`src/rtl/mem_arbiter.sv`:
```
// Shared-memory arbiter between I-cache fills and D-cache fills/write-throughs.
// Optional round-robin arbitration when MEM_ARB_RR_EN is defined (default: fixed data priority).
module mem_arbiter #(
    parameter int BLOCK_WORDS = 8
) (
    input  logic                           clk,
    input  logic                           rst_n,
    input  logic                           i_req,
    input  logic [15:0]                    i_addr,
    input  logic                           d_req,
    input  logic                           d_wr,
    input  logic [15:0]                    d_addr,
    input  logic [15:0]                    d_wdata,
    output logic                           mem_en,
    output logic                           mem_wr,
    output logic [15:0]                    mem_addr,
    output logic [15:0]                    mem_wdata,
    input  logic [15:0]                    mem_rdata,
    input  logic                           mem_valid,
    output logic [15:0]                    fill_data,
    output logic [$clog2(BLOCK_WORDS)-1:0] fill_word,
    output logic                           i_fill_we,
    output logic                           d_fill_we,
    output logic                           i_done,
    output logic                           d_done,
    output logic                           busy
);
    localparam int              AW       = $clog2(BLOCK_WORDS);
    localparam logic [AW:0]     ISS_END  = (AW+1)'(BLOCK_WORDS);
    localparam logic [AW-1:0]   RET_LAST = AW'(BLOCK_WORDS-1);
    localparam logic [15:0]     OFS_MASK = 16'(2*BLOCK_WORDS-1);

    typedef enum logic [1:0] {IDLE, FILL, WRITE, DONE} state_t;

    state_t        state_q, state_d;
    logic          own_d_q, own_d_d;    // 1 = data side owns the current operation
    logic [15:0]   addr_q,  addr_d;     // block base for fills, full address for writes
    logic [15:0]   wdata_q, wdata_d;
    logic [AW:0]   iss_q,   iss_d;
    logic [AW-1:0] ret_q,   ret_d;
    logic          gnt_d_side;

`ifdef MEM_ARB_RR_EN
    logic last_d_q;
    always_ff @(posedge clk or negedge rst_n) begin
        if (!rst_n)
            last_d_q <= 1'b0;
        else if (state_q == IDLE && (i_req || d_req))
            last_d_q <= gnt_d_side;
    end
    // On a tie, the side that did not win last time gets the memory.
    assign gnt_d_side = d_req && (!i_req || !last_d_q);
`else
    assign gnt_d_side = d_req;
`endif

    always_ff @(posedge clk or negedge rst_n) begin
        if (!rst_n) begin
            state_q <= IDLE;
            own_d_q <= 1'b0;
            addr_q  <= '0;
            wdata_q <= '0;
            iss_q   <= '0;
            ret_q   <= '0;
        end else begin
            state_q <= state_d;
            own_d_q <= own_d_d;
            addr_q  <= addr_d;
            wdata_q <= wdata_d;
            iss_q   <= iss_d;
            ret_q   <= ret_d;
        end
    end

    always_comb begin
        state_d = state_q;
        own_d_d = own_d_q;
        addr_d  = addr_q;
        wdata_d = wdata_q;
        iss_d   = iss_q;
        ret_d   = ret_q;
        case (state_q)
            IDLE: begin
                if (i_req || d_req) begin
                    own_d_d = gnt_d_side;
                    iss_d   = '0;
                    ret_d   = '0;
                    if (gnt_d_side && d_wr) begin
                        state_d = WRITE;
                        addr_d  = d_addr;
                        wdata_d = d_wdata;
                    end else begin
                        state_d = FILL;
                        addr_d  = (gnt_d_side ? d_addr : i_addr) & ~OFS_MASK;
                    end
                end
            end
            FILL: begin
                if (iss_q != ISS_END)
                    iss_d = iss_q + 1'b1;
                if (mem_valid) begin
                    ret_d = ret_q + 1'b1;
                    if (ret_q == RET_LAST)
                        state_d = DONE;
                end
            end
            WRITE:   state_d = DONE;
            default: state_d = IDLE;
        endcase
    end

    always_comb begin
        mem_en    = 1'b0;
        mem_wr    = 1'b0;
        mem_addr  = '0;
        mem_wdata = '0;
        if (state_q == FILL && iss_q != ISS_END) begin
            mem_en   = 1'b1;
            mem_addr = addr_q + (16'(iss_q) << 1);
        end else if (state_q == WRITE) begin
            mem_en    = 1'b1;
            mem_wr    = 1'b1;
            mem_addr  = addr_q;
            mem_wdata = wdata_q;
        end
    end

    assign fill_data = mem_rdata;
    assign fill_word = ret_q;
    assign i_fill_we = (state_q == FILL) && mem_valid && !own_d_q;
    assign d_fill_we = (state_q == FILL) && mem_valid &&  own_d_q;
    assign i_done    = (state_q == DONE) && !own_d_q;
    assign d_done    = (state_q == DONE) &&  own_d_q;
    assign busy      = (state_q != IDLE);
endmodule

```
`config.mk`:
```
export PLATFORM = sky130hd
export DESIGN_NAME = mem_arbiter
export DESIGN_NICKNAME = d
export VERILOG_FILES = /design/src/rtl/mem_arbiter.sv
export SDC_FILE = /design/constraint.sdc
export NUM_CORES = 1
export LEC_CHECK = 0
export CORE_MARGIN = 2
export CORE_UTILIZATION = 45
export DETAILED_ROUTE_END_ITERATION = 7
export PLACE_DENSITY = 0.84
export SLEW_MARGIN = 20
export SYNTH_ARGS = -nofsm -noshare
export SYNTH_HDL_FRONTEND = slang
export SYNTH_SLANG_ARGS = --single-unit
```
`constraint.sdc`:
```
create_clock -name clk -period 3.7 [get_ports clk]
set_input_delay 0.74 -clock clk [delete_from_list [all_inputs] [get_ports clk]]
set_output_delay 0.74 -clock clk [all_outputs]
set_load 0.01 [all_outputs]
```
==> impl_results.md <==
* Status: completed
* Comb pwr share at 0.544
* Vias/cell at 5.46
* DRT antenna net count at 0
* Clock buffer depth at 2
* Area Growth Syn to Fin at 34.3%
* Area after DPL at 0.00363 sq mm
* CP Class: flop to output pin
* Setup tns final at 0 ns
* Sw frac at 0.401
* Syn. warnings at 0
* Initial antenna violation count at 0
* Relative slew slack at 0.366
* Syn avg cell area at 9.25 sq um
* Post-synth ARST share at 1.00
* Crit path DAT at 2.73 ns
* R2R cell count at 7
* Routed WL per cell at 15.0 um
* Number of synthesized flops with an enable pin at 0
* Final hold vios at 0
* Number of core rows at 28
* Global Route Usage Sum at 0.199
* Initial Util at 0.468
* Port Buffers at 91
* Pint at 1.63 mW
* Vias in the first global route at 2328
* Starting DRT DRC Count at 68
* Dpl hpwl at 5010 um
* Clock power share at 0.134
* Total of max-cap violations at 0
* Worst slew pin tran at 0.950 ns
* Synth Flop Type: dfrtp_1
* Post-route cell area at 0.00374 sq mm
* PD cells at 727 mW/mm^2
* Pin count of the biggest net entering global routing at 43
* Clock slew at reported path FFs at 0.08 ns
* Area share of the largest cell type after synthesis at 0.377
* Synthesized Nets at 385
* Diodes inserted at 0
* Post-Route WL at 6740 um
* Core area at 0.00596 sq mm
* F_max at 288 MHz
* Period minus WS final at 3.47 ns
* Worst Path Required at 2.96 ns
* RR Endpoint: state_q[0]
* Root Driver: clkbuf_8
* Hold path start: addr_q[0]
* TritonRoute pass-1 iters at 4
* Critical Path Start Type: flop
* Layout Nets at 456
* Final worst path period share at 0.938
* NetSw at 1.09 mW
* End of the worst hold path: addr_q[0]
* Remaining global-route overflow at 0
* Sequential power share at 0.322
* Share of cells above drive strength 1 at 0.107
* Final setup fails at 0
* Die Width at 82.7 um
* Reg2reg start: state_q[0]
* Power, Total at 2.72 mW
* Netlist Area Pre-Place at 0.00279 sq mm
* FF-to-FF setup slack at 1.42 ns
* Final slew viol count at 0
* RSZ-0062 raised after global routing: false
* Worst hold path depth at 2
* Mapped Cells at 301
* Critical path fanouts, max at 8
* Pleak at 1.64 nW
* Synth area leader: dfrtp_1
* CTS tree: built
* Htree depth at 2
* Worst vdd ir at 0.448 mV
* DRC at 0
* CP endpoint kind: output pin
* DIE AREA at 0.00683 sq mm
* Post-synthesis sequential area ratio at 0.377
* Clock latency on the worst-skew pair at 0.29 ns
* Num Clock Sinks at 42
* Die height at 82.7 um
* DR vias at 2448
* Top cells by area, synth: dfrtp_1, mux2_2, o21ai_0
* GPL Wtd Cong at 0.785
* Yosys cell types at 45
* Clock skew at 0.00451 ns
* IO Pins at 128
* Cts bufs inserted at 5
* HP Class: flop to flop
* First-pass GRT wire length at 10600 um
* #FFs+latches synth at 42
==> cells by family (layout without fill, tap and decap cells) <==
| kind of cell | after synthesis | count (layout) | synth area share |
|---|---|---|---|
| compound gates | 71 | 71 | 0.158 |
| xor+xnor | 3 | 3 | 0.00944 |
| fa+ha+maj | 14 | 14 | 0.0656 |
| buf+inv | 43 | 115 | 0.0867 |
| flops | 42 | 42 | 0.377 |
| mux | 31 | 31 | 0.119 |
| simple gates | 97 | 97 | 0.184 |
==> registers in the layout (all words and copies together) (netlist names) <==
name and count:
own_d_q 1, iss_q 4, state_q 2, addr_q 16
fill_word 3, wdata_q 16
==> power groups by stage <==
stage	Combinational, mW	Clock (mW)	Sequential [mW]
2_1_floorplan	0.926	0	0.829
3_3_place_gp	1.44	0	0.862
3_5_place_dp	1.48	0	0.884
4_1_cts	1.49	0.374	0.873
5_1_grt	1.64	0.390	0.913
6_report	1.48	0.365	0.876
==> how the worst max path moves through the flow <==
stage                               to      from  depth (start not counted)  slack (ns)
final                     mem_addr[11]  iss_q[0]                          9        0.23
after global routing      mem_addr[15]  iss_q[0]                          9        0.08
after CTS                 mem_addr[13]  iss_q[0]                          9        0.08
after detailed placement  mem_addr[13]  iss_q[0]                          9        0.42
after global placement    mem_addr[13]  iss_q[0]                          9        0.47
after floorplan           mem_addr[11]  iss_q[0]                          7        1.10
==> repair_timing <==
item / in CTS / in global routing
setup buffers: 0 / 0
hold buffers: 0 / 0
gates resized for setup: 0 / 2
setup endpoints to repair: 0 / 2
==> cells in the final DEF, fill, tap and decap left out, types with 2 or more instances in the layout <==
cell             synthesis  layout
a21o_1                   2       2
a21oi_1                  8       8
a22o_1                   2       2
a22oi_1                  2       2
a31oi_1                  3       3
and2_1                   6       6
and3_1                  18      18
buf_4                   18       5
clkbuf_8                 0       5
clkdlybuf4s50_1          0      89
dfrtp_1                 42      41
ha_1                    13      13
inv_1                   11      11
mux2_2                  18      18
mux2i_1                 13      13
nand2_1                 33      33
nand3_1                 15      15
nand4_1                  4       4
nor2_1                   8       8
nor2b_1                  3       3
nor3_1                   2       2
o211ai_1                 3       3
o21ai_0                 34      33
o221ai_1                 2       2
o22ai_1                  3       3
o31ai_1                  4       4
o41ai_1                  2       2
xnor2_1                  2       2
==> worst max-delay path, cell delays in order (launching register included) <==
cell and delay, ns:
dfrtp_2 0.44, ha_1 0.21, inv_1 0.06, fa_1 0.40, nor2b_1 0.13, o21a_1 0.17
o21ai_4 0.10, o311ai_0 0.29, o41ai_1 0.14, clkdlybuf4s50_1 0.49
==> metrics by stage <==
step                utilization  std cells  hold slack, ns  worst slack, ns
finish                    0.628        448           0.493            0.228
global route              0.628        448           0.523           0.0824
detailed placement        0.609        440           0.483            0.419
CTS                       0.627        448           0.502           0.0823
floorplan                     -        301           0.442             1.10
global placement          0.609        440           0.456            0.470
==> synth_stat cells (3+ instances only) <==
cell      count
a21oi_1       8
a31oi_1       3
and2_1        6
and3_1       18
buf_2         4
buf_4        18
clkbuf_1      9
dfrtp_1      42
ha_1         13
inv_1        11
mux2_2       18
mux2i_1      13
nand2_1      33
nand3_1      15
nand4_1       4
nor2_1        8
nor2b_1       3
o211ai_1      3
o21ai_0      34
o22ai_1       3
o31ai_1       4
==> per-layer routing <==
layer / routed length (um) / up-vias / track usage
met5: 0 / - / 0
met4: 55 / 0 / 0.0557
met3: 497 / 6 / 0.0467
met2: 3290 / 79 / 0.351
met1: 2900 / 1162 / 0.242
li1: - / 1201 / -
==> final cells by class <==
type                            instances  area (sq um)
Inverter                               11          41.3
Timing Repair Buffer                   96           946
Multi-Input combinational cell        216          1500
Fill cell                             513          2220
Clock buffer                            6          72.6
Tap cell                               75          93.8
Sequential cell                        42          1050
Clock inverter                          2          37.5
Power figures use the tool's default switching activity.
